[config.mk]
export PLATFORM = sky130hd
export DESIGN_NAME = dmem_arbiter_flat
export DESIGN_NICKNAME = d
export VERILOG_FILES = /design/src/rtl/dmem_pkg.sv /design/src/rtl/dmem_arbiter_if.sv /design/src/rtl/dmem_tag_fifo.sv /design/src/rtl/dmem_arbiter.sv /design/src/flat_wrapper.sv
export SDC_FILE = /design/constraint.sdc
export NUM_CORES = 1
export LEC_CHECK = 0
export CAP_MARGIN = 40
export CORE_ASPECT_RATIO = 1.75
export CORE_MARGIN = 5
export CORE_UTILIZATION = 31
export DETAILED_ROUTE_END_ITERATION = 8
export GPL_ROUTABILITY_DRIVEN = 0
export SETUP_SLACK_MARGIN = 0.2
export SLEW_MARGIN = 25
export SYNTH_ARGS = -nofsm -noshare
export SYNTH_HDL_FRONTEND = slang
export SYNTH_HIERARCHICAL = 1
export SYNTH_SLANG_ARGS = --single-unit
[constraint.sdc]
create_clock -name CLK -period 10.6 [get_ports CLK]
set_input_delay 1.06 -clock CLK [delete_from_list [all_inputs] [get_ports CLK]]
set_output_delay 1.06 -clock CLK [all_outputs]
set_load 0.01 [all_outputs]
[src/rtl/dmem_pkg.sv]
`default_nettype none
// ============================================================================
// Module      : dmem_pkg
// Description : Shared DMem request types and requester identifiers.
// Revision    : 1.0 - initial release
// ============================================================================
package dmem_pkg;

    localparam int DMEM_DATA_W = 32;
    localparam int DMEM_ADDR_W = 32;

    // A request whose write_en field is all-zero is a read.
    localparam logic [DMEM_DATA_W-1:0] DMEM_READ = '0;

    typedef logic dmem_id_t;
    localparam dmem_id_t DMEM_ID_M0 = 1'b0;
    localparam dmem_id_t DMEM_ID_M1 = 1'b1;

    typedef struct packed {
        logic [DMEM_DATA_W-1:0] write_en;
        logic [DMEM_ADDR_W-1:0] addr;
        logic [DMEM_DATA_W-1:0] data;
    } dmem_req_t;

endpackage
`default_nettype wire

[src/rtl/dmem_arbiter_if.sv]
`default_nettype none
// ============================================================================
// Module      : dmem_arbiter_if
// Description : Requester, downstream request and response signals of the
//               two-port DMem arbiter.
// Revision    : 1.0 - initial release
// ============================================================================
interface dmem_arbiter_if #(
    parameter int DATA_W = 32,
    parameter int ADDR_W = 32
);
    logic              m0_request__ENA;
    logic [DATA_W-1:0] m0_request_write_en;
    logic [ADDR_W-1:0] m0_request_addr;
    logic [DATA_W-1:0] m0_request_data;
    logic              m0_request__RDY;
    logic [DATA_W-1:0] m0_response;
    logic              m0_response__RDY;
    logic              m0_response__ENA;

    logic              m1_request__ENA;
    logic [DATA_W-1:0] m1_request_write_en;
    logic [ADDR_W-1:0] m1_request_addr;
    logic [DATA_W-1:0] m1_request_data;
    logic              m1_request__RDY;
    logic [DATA_W-1:0] m1_response;
    logic              m1_response__RDY;
    logic              m1_response__ENA;

    logic              dn_request__ENA;
    logic [DATA_W-1:0] dn_request_write_en;
    logic [ADDR_W-1:0] dn_request_addr;
    logic [DATA_W-1:0] dn_request_data;
    logic              dn_request__RDY;
    logic [DATA_W-1:0] dn_response;
    logic              dn_response__RDY;
    logic              dn_response__ENA;

    // Arbiter side
    modport slave (
        input  m0_request__ENA, m0_request_write_en, m0_request_addr, m0_request_data,
        output m0_request__RDY, m0_response, m0_response__RDY,
        input  m0_response__ENA,
        input  m1_request__ENA, m1_request_write_en, m1_request_addr, m1_request_data,
        output m1_request__RDY, m1_response, m1_response__RDY,
        input  m1_response__ENA,
        output dn_request__ENA, dn_request_write_en, dn_request_addr, dn_request_data,
        input  dn_request__RDY, dn_response, dn_response__RDY,
        output dn_response__ENA
    );

    // Requesters plus downstream memory
    modport master (
        output m0_request__ENA, m0_request_write_en, m0_request_addr, m0_request_data,
        input  m0_request__RDY, m0_response, m0_response__RDY,
        output m0_response__ENA,
        output m1_request__ENA, m1_request_write_en, m1_request_addr, m1_request_data,
        input  m1_request__RDY, m1_response, m1_response__RDY,
        output m1_response__ENA,
        input  dn_request__ENA, dn_request_write_en, dn_request_addr, dn_request_data,
        output dn_request__RDY, dn_response, dn_response__RDY,
        input  dn_response__ENA
    );
endinterface
`default_nettype wire

[src/rtl/dmem_tag_fifo.sv]
`default_nettype none
// ============================================================================
// Module      : dmem_tag_fifo
// Description : Small FIFO of requester ids for reads in flight downstream.
// Revision    : 1.0 - initial release
// ============================================================================
module dmem_tag_fifo #(
    parameter int WIDTH = 1,
    parameter int DEPTH = 4
) (
    input  wire              CLK,
    input  wire              RST,
    input  wire              push,
    input  wire              pop,
    input  wire  [WIDTH-1:0] din,
    output logic [WIDTH-1:0] dout,
    output logic             empty,
    output logic             full
);
    localparam int c_IDX_W = $clog2(DEPTH);
    localparam int c_PTR_W = c_IDX_W + 1;

    logic [c_PTR_W-1:0] r_wr_ptr;
    logic [c_PTR_W-1:0] r_rd_ptr;
    logic [c_PTR_W-1:0] w_count;
    logic [WIDTH-1:0]   r_mem [DEPTH];

    // Extra pointer bit distinguishes full from empty when indices match.
    assign w_count = r_wr_ptr - r_rd_ptr;
    assign empty   = (w_count == '0);
    assign full    = (w_count == c_PTR_W'(DEPTH));
    assign dout    = r_mem[r_rd_ptr[c_IDX_W-1:0]];

    always_ff @(posedge CLK) begin
        if (RST) begin
            r_wr_ptr <= '0;
            r_rd_ptr <= '0;
        end else begin
            if (push) r_wr_ptr <= r_wr_ptr + c_PTR_W'(1);
            if (pop)  r_rd_ptr <= r_rd_ptr + c_PTR_W'(1);
        end
    end

    always_ff @(posedge CLK) begin
        if (push) r_mem[r_wr_ptr[c_IDX_W-1:0]] <= din;
    end
endmodule
`default_nettype wire

[src/rtl/dmem_arbiter.sv]
`default_nettype none
// ============================================================================
// Module      : dmem_arbiter
// Description : Round-robin sharing of one in-order DMem port between two
//               requesters, with read ownership tracked in a tag FIFO.
// Revision    : 1.0 - initial release
// ============================================================================
module dmem_arbiter
    import dmem_pkg::*;
#(
    parameter int DATA_W          = 32,
    parameter int ADDR_W          = 32,
    parameter int MAX_OUTSTANDING = 4
) (
    input  wire           CLK,
    input  wire           RST,
    dmem_arbiter_if.slave bus,
    output logic          protocol_err
);
    typedef struct packed {
        logic [DATA_W-1:0] write_en;
        logic [ADDR_W-1:0] addr;
        logic [DATA_W-1:0] data;
    } req_t;

    localparam logic [DATA_W-1:0] c_READ = DATA_W'(DMEM_READ);

    req_t     r_buf [2];
    logic [1:0] r_valid;
    req_t     w_req_in [2];
    logic [1:0] w_req_ena;
    logic [1:0] w_elig;
    logic [1:0] w_issue;
    logic     w_any;
    dmem_id_t r_rr;
    dmem_id_t w_grant_id;
    dmem_id_t w_head;
    logic     w_full;
    logic     w_empty;
    logic     w_push;
    logic     w_pop;
    logic     w_rsp_rdy0;
    logic     w_rsp_rdy1;
    logic     r_protocol_err;

    assign w_req_ena   = {bus.m1_request__ENA, bus.m0_request__ENA};
    assign w_req_in[0] = {bus.m0_request_write_en, bus.m0_request_addr, bus.m0_request_data};
    assign w_req_in[1] = {bus.m1_request_write_en, bus.m1_request_addr, bus.m1_request_data};

    // Ready depends only on buffer state, never on any ENA.
    assign bus.m0_request__RDY = RST || !r_valid[0];
    assign bus.m1_request__RDY = RST || !r_valid[1];

    always_comb begin
        w_elig = '0;
        for (int i = 0; i < 2; i++) begin
            w_elig[i] = r_valid[i] && bus.dn_request__RDY &&
                        ((r_buf[i].write_en != c_READ) || !w_full);
        end
        w_any      = |w_elig;
        w_grant_id = DMEM_ID_M0;
        if (&w_elig)        w_grant_id = r_rr;
        else if (w_elig[1]) w_grant_id = DMEM_ID_M1;
        w_issue = '0;
        if (w_any && !RST) w_issue[w_grant_id] = 1'b1;
    end

    assign bus.dn_request__ENA     = |w_issue;
    assign bus.dn_request_write_en = r_buf[w_grant_id].write_en;
    assign bus.dn_request_addr     = r_buf[w_grant_id].addr;
    assign bus.dn_request_data     = r_buf[w_grant_id].data;
    assign w_push = (|w_issue) && (r_buf[w_grant_id].write_en == c_READ);

    always_ff @(posedge CLK) begin
        if (RST) begin
            r_valid <= '0;
            r_rr    <= DMEM_ID_M0;
        end else begin
            for (int i = 0; i < 2; i++) begin
                if (w_issue[i])                        r_valid[i] <= 1'b0;
                else if (w_req_ena[i] && !r_valid[i]) r_valid[i] <= 1'b1;
            end
            if (w_any) r_rr <= ~w_grant_id;
        end
    end

    always_ff @(posedge CLK) begin
        for (int i = 0; i < 2; i++) begin
            if (w_req_ena[i] && !r_valid[i]) r_buf[i] <= w_req_in[i];
        end
    end

    dmem_tag_fifo #(
        .WIDTH ($bits(dmem_id_t)),
        .DEPTH (MAX_OUTSTANDING)
    ) u_tag_fifo (
        .CLK   (CLK),
        .RST   (RST),
        .push  (w_push),
        .pop   (w_pop),
        .din   (w_grant_id),
        .dout  (w_head),
        .empty (w_empty),
        .full  (w_full)
    );

    // The FIFO head names the owner of the next in-order response.
    assign w_rsp_rdy0 = !RST && bus.dn_response__RDY && !w_empty && (w_head == DMEM_ID_M0);
    assign w_rsp_rdy1 = !RST && bus.dn_response__RDY && !w_empty && (w_head == DMEM_ID_M1);
    assign w_pop      = (w_rsp_rdy0 && bus.m0_response__ENA) || (w_rsp_rdy1 && bus.m1_response__ENA);

    assign bus.m0_response      = bus.dn_response;
    assign bus.m1_response      = bus.dn_response;
    assign bus.m0_response__RDY = w_rsp_rdy0;
    assign bus.m1_response__RDY = w_rsp_rdy1;
    assign bus.dn_response__ENA = w_pop;

    always_ff @(posedge CLK) begin
        if (RST)                                r_protocol_err <= 1'b0;
        else if (bus.dn_response__RDY && w_empty) r_protocol_err <= 1'b1;
    end

    assign protocol_err = r_protocol_err;
endmodule
`default_nettype wire
[src/flat_wrapper.sv]
// flat-port wrapper written by rule: the top's interface ports become plain ports
module dmem_arbiter_flat import dmem_pkg::*;
#(
    parameter int DATA_W          = 32,
    parameter int ADDR_W          = 32,
    parameter int MAX_OUTSTANDING = 4
)
  (CLK, RST, protocol_err, bus_m0_request__ENA, bus_m0_request_write_en, bus_m0_request_addr, bus_m0_request_data, bus_m0_request__RDY, bus_m0_response, bus_m0_response__RDY, bus_m0_response__ENA, bus_m1_request__ENA, bus_m1_request_write_en, bus_m1_request_addr, bus_m1_request_data, bus_m1_request__RDY, bus_m1_response, bus_m1_response__RDY, bus_m1_response__ENA, bus_dn_request__ENA, bus_dn_request_write_en, bus_dn_request_addr, bus_dn_request_data, bus_dn_request__RDY, bus_dn_response, bus_dn_response__RDY, bus_dn_response__ENA);
  dmem_arbiter_if #(.DATA_W(DATA_W), .ADDR_W(ADDR_W)) bus_i ();
  input  wire CLK;
  input  wire RST;
  output logic protocol_err;
  input wire logic [$bits(bus_i.m0_request__ENA)-1:0] bus_m0_request__ENA;
  input wire logic [$bits(bus_i.m0_request_write_en)-1:0] bus_m0_request_write_en;
  input wire logic [$bits(bus_i.m0_request_addr)-1:0] bus_m0_request_addr;
  input wire logic [$bits(bus_i.m0_request_data)-1:0] bus_m0_request_data;
  output wire logic [$bits(bus_i.m0_request__RDY)-1:0] bus_m0_request__RDY;
  output wire logic [$bits(bus_i.m0_response)-1:0] bus_m0_response;
  output wire logic [$bits(bus_i.m0_response__RDY)-1:0] bus_m0_response__RDY;
  input wire logic [$bits(bus_i.m0_response__ENA)-1:0] bus_m0_response__ENA;
  input wire logic [$bits(bus_i.m1_request__ENA)-1:0] bus_m1_request__ENA;
  input wire logic [$bits(bus_i.m1_request_write_en)-1:0] bus_m1_request_write_en;
  input wire logic [$bits(bus_i.m1_request_addr)-1:0] bus_m1_request_addr;
  input wire logic [$bits(bus_i.m1_request_data)-1:0] bus_m1_request_data;
  output wire logic [$bits(bus_i.m1_request__RDY)-1:0] bus_m1_request__RDY;
  output wire logic [$bits(bus_i.m1_response)-1:0] bus_m1_response;
  output wire logic [$bits(bus_i.m1_response__RDY)-1:0] bus_m1_response__RDY;
  input wire logic [$bits(bus_i.m1_response__ENA)-1:0] bus_m1_response__ENA;
  output wire logic [$bits(bus_i.dn_request__ENA)-1:0] bus_dn_request__ENA;
  output wire logic [$bits(bus_i.dn_request_write_en)-1:0] bus_dn_request_write_en;
  output wire logic [$bits(bus_i.dn_request_addr)-1:0] bus_dn_request_addr;
  output wire logic [$bits(bus_i.dn_request_data)-1:0] bus_dn_request_data;
  input wire logic [$bits(bus_i.dn_request__RDY)-1:0] bus_dn_request__RDY;
  input wire logic [$bits(bus_i.dn_response)-1:0] bus_dn_response;
  input wire logic [$bits(bus_i.dn_response__RDY)-1:0] bus_dn_response__RDY;
  output wire logic [$bits(bus_i.dn_response__ENA)-1:0] bus_dn_response__ENA;
  assign bus_i.m0_request__ENA = bus_m0_request__ENA;
  assign bus_i.m0_request_write_en = bus_m0_request_write_en;
  assign bus_i.m0_request_addr = bus_m0_request_addr;
  assign bus_i.m0_request_data = bus_m0_request_data;
  assign bus_m0_request__RDY = bus_i.m0_request__RDY;
  assign bus_m0_response = bus_i.m0_response;
  assign bus_m0_response__RDY = bus_i.m0_response__RDY;
  assign bus_i.m0_response__ENA = bus_m0_response__ENA;
  assign bus_i.m1_request__ENA = bus_m1_request__ENA;
  assign bus_i.m1_request_write_en = bus_m1_request_write_en;
  assign bus_i.m1_request_addr = bus_m1_request_addr;
  assign bus_i.m1_request_data = bus_m1_request_data;
  assign bus_m1_request__RDY = bus_i.m1_request__RDY;
  assign bus_m1_response = bus_i.m1_response;
  assign bus_m1_response__RDY = bus_i.m1_response__RDY;
  assign bus_i.m1_response__ENA = bus_m1_response__ENA;
  assign bus_dn_request__ENA = bus_i.dn_request__ENA;
  assign bus_dn_request_write_en = bus_i.dn_request_write_en;
  assign bus_dn_request_addr = bus_i.dn_request_addr;
  assign bus_dn_request_data = bus_i.dn_request_data;
  assign bus_i.dn_request__RDY = bus_dn_request__RDY;
  assign bus_i.dn_response = bus_dn_response;
  assign bus_i.dn_response__RDY = bus_dn_response__RDY;
  assign bus_dn_response__ENA = bus_i.dn_response__ENA;
  dmem_arbiter #(.DATA_W(DATA_W), .ADDR_W(ADDR_W), .MAX_OUTSTANDING(MAX_OUTSTANDING)) u_core (.CLK(CLK), .RST(RST), .bus(bus_i), .protocol_err(protocol_err));
endmodule
==> summary.md <==
| Metric | Value |
|---|---|
| Clock Latency Late Sink | 0.51 ns |
| Die Y | 230 um |
| Crit Path Max Fanout | 38 |
| Post-CTS sizing | 0 |
| Critical path class | reg2out |
| Register area share after synthesis | 0.714 |
| Worst-margin pin slew | 0.803 ns |
| Pin count of the biggest net entering global routing | 50 |
| Minimum clock period | 6.35 ns |
| Design area | 12400 um^2 |
| Max_cap viols | 0 |
| Post-synth EDFFs | 196 |
| Cell chain of the critical path | nor4_1 -> nand4_1 -> o311ai_0 -> nand2b_2 -> clkinv_2 -> buf_4 -> mux2_2 -> clkdlybuf4s50_1 |
| Clock power frac | 0.407 |
| 1st-pass router iterations | 4 |
| H-tree depth | 1 |
| Leakage | 4.28 nW |
| CTS sink cnt | 208 |
| Area growth syn-to-layout | 44.4% |
| RSZ-0062 raised after global routing | false |
| Post-synthesis xor/xnor area fraction | 0.00613 |
| Syn_nets | 722 |
| Worst path max stage delay | 0.79 ns |
| Startpoint types | register |
| Worst hold path depth | 2 |
| Most frequent cells in the layout | clkdlybuf4s50_1 (302), edfxtp_1 (196), mux2_2 (80) |
| R2R Setup Slk | 6.74 ns |
| Sw frac | 0.200 |
| Post-synthesis mux area share | 0.138 |
| TritonCTS clock tree | yes |
| Complex-gate fraction of the synthesized area | 0.0123 |
| Synth Cell Area | 8580 um^2 |
| Most used DFF post-synth | edfxtp_1 |
| Synth Area in Simple Gates | 0.0449 |
| Peak Freq | 0.158 GHz |
| Ant. Diodes | 0 |
| Die Width | 136 um |
| Hold path startpoint | u_core/protocol_err |
| Most common cell after layout, fill and taps aside | clkdlybuf4s50_1 |
| Synth warnings | 6 |
| Slew Limit Fails | 0 |
| Vias in the first global route | 5581 |
| Post-route setup TNS | 0 ns |
| Clock Skews | 0.0225 ns |
| Comb pwr share | 0.120 |
| Unique masters post-synth | 45 |
| DRT Wirelength | 24.1 mm |
| Clock Tree Root | clkbuf_16 |
| Slowest CP cell | o311ai_0 |
| Gr usage total | 0.149 |
| Pwr/cell area | 167 nW/um^2 |
| Worst reg2reg path depth | 13 |
| Largest family of logic cells by synthesized area | multiplexers |
| Core area | 27300 um^2 |
| Adder-cell area share of the yosys netlist | 0.0102 |
| Critical path buffers and inverters | 3 |
| First-pass GRT wire length | 34.2 mm |
| I/O Buffers | 302 |
| Fin. Hold Viols | 0 |
| DRC violation count after routing | 0 |
| Syn_area_per_cell | 17.8 um^2 |
| Crit Reg-Reg Startpoint | u_core/u_tag_fifo/r_wr_ptr[0] |
| Internal | 0.00165 W |
| TritonCTS Buffers | 22 |
| DIE AREA | 31200 um^2 |
| Seq cells post-synth | 208 |
| CTS Buffer Depth | 3 |
| Net Switching | 0.000413 W |
| Outcome | finished clean |
| CP required | 9.54 ns |
| Setup Fix Bufs, Post-CTS | 0 |
| Post-DP HPWL | 18.6 mm |
| # hold bufs at CTS | 0 |
| Seq pwr share | 0.472 |
| Crit. End Element | primary output |
| CTS clk-pin slew, worst paths | 0.06 ns |
| Initial cell density of the core | 0.314 |
| Reg2Reg Capture Point | u_core/u_tag_fifo/r_wr_ptr[2] |
| Rows | 80 |
| Async S/R FF share, synth | 0 |
| Gr ovfl total | 0 |
| Final hold slack | 0.471 ns |
| Worst vdd ir | 145 uV |
| CP arrival | 5.29 ns |
| Detailed Route Iter0 Violations | 97 |
| Drt wl/cell | 21.4 um |
| Synth Instances | 483 |
| Hold Path End | u_core/protocol_err |
| Post-route ant nets | 0 |
| Worst min path class | reg2reg |
| Layout cells sized above 1 | 0.192 |
| Vias | 4925 |
| Max_slew headroom | 0.458 |
| Tcrit/Tclk final | 0.599 |
| Total Nets Final | 981 |
| Routed vias/inst | 4.38 |
| Dpl cell area | 11600 um^2 |
| Initial antenna violation count | 1 |
| Io pins | 399 |
| Count of final setup violators | 0 |
| Family with the most delay on the worst path | buffers and inverters |
registers in the layout (all words and copies together) (netlist names), named ones only:
signal                      flops
u_core/r_buf                  192
u_core/u_tag_fifo/r_rd_ptr      3
u_core/u_tag_fifo/r_mem         4
u_core/r_valid                  2
u_core/protocol_err             1
u_core/r_rr                     1
u_core/u_tag_fifo/r_wr_ptr      3
per-layer routing:
metal	GRT usage	share of wire	vias to the layer above
li1	-	-	2291
met1	0.142	0.32	2320
met2	0.280	0.54	221
met3	0.0453	0.082	91
met4	0.0804	0.055	2
met5	0	0.00054	-
cells in the mapped netlist, types with 2 or more instances:
cell type    n  area (um^2)
nand2_1      8         30.0
buf_4       64          480
nor3_1       8         40.0
nor4_1      12         75.1
clkbuf_8     5         68.8
inv_1        5         18.8
dfxtp_1     12          240
xor2_1       2         17.5
nor2_1      17         63.8
xnor2_1      4         35.0
nand4_1      3         18.8
mux2_2      80          901
or2_2        2         12.5
mux2_4      16          240
nor2b_1      3         18.8
a21oi_1      4         20.0
mux2i_1      2         20.0
ha_1         7         87.6
buf_6        4         45.0
edfxtp_1   196         5890
nand2b_1     3         18.8
and2_1       3         18.8
worst min-delay path, delay by kind of cell (launching register included):
family / cells / cell delay [ns]
and+or+nand+nor: 1 / 0.07
DFF: 1 / 0.32
AOI/OAI and AO/OA: 1 / 0.04
metrics by stage:
stage	worst slack [ns]	std cells	utilization	total power [W]
2_1_floorplan	4.80	483	-	0.00110
3_3_place_gp	4.07	1083	0.421	0.00124
3_5_place_dp	4.71	1087	0.424	0.00125
4_1_cts	4.14	1125	0.453	0.00210
5_1_grt	4.00	1125	0.453	0.00214
6_report	4.25	1125	0.453	0.00207
power groups by stage:
| stage | clock (W) | combinational [W] | sequential [W] |
|---|---|---|---|
| 2_1_floorplan | 0 | 0.000113 | 0.000990 |
| 3_3_place_gp | 0 | 0.000246 | 0.000993 |
| 3_5_place_dp | 0 | 0.000253 | 0.000994 |
| 4_1_cts | 0.000871 | 0.000255 | 0.000976 |
| 5_1_grt | 0.000898 | 0.000265 | 0.000979 |
| 6_report | 0.000842 | 0.000249 | 0.000975 |
logic make-up after synthesis:
logic type                 after synthesis
adders and majority gates                7
muxes                                   99
xor gates and xnor gates                 6
AOI/OAI and AO/OA                       13
buffers and inverters                   81
and+or+nand+nor                         69
DFF                                    208
area by class of cell:
class | instances | area [um^2]
clock buffers | 28 | 594
clock inverters | 10 | 196
fillers | 2440 | 14900
inverters | 6 | 23.8
multi-input cells | 194 | 1830
flip-flops and latches | 208 | 6130
well taps | 369 | 462
repair buffers | 310 | 3150
worst max-delay path by stage:
stage                        startpoint  depth (start not counted)                       to
floorplan           bus_m0_request__ENA                          1       u_core/r_buf[0][0]
detailed placement  u_core/r_buf[1][92]                          8  bus_dn_request_addr[11]
CTS                 u_core/r_buf[1][92]                          8  bus_dn_request_addr[11]
finish              u_core/r_buf[1][92]                          8  bus_dn_request_addr[11]
global placement    u_core/r_buf[1][92]                          8  bus_dn_request_addr[11]
global route        u_core/r_buf[1][92]                          8   bus_dn_request_addr[4]
(Power assumes the default switching activity.)
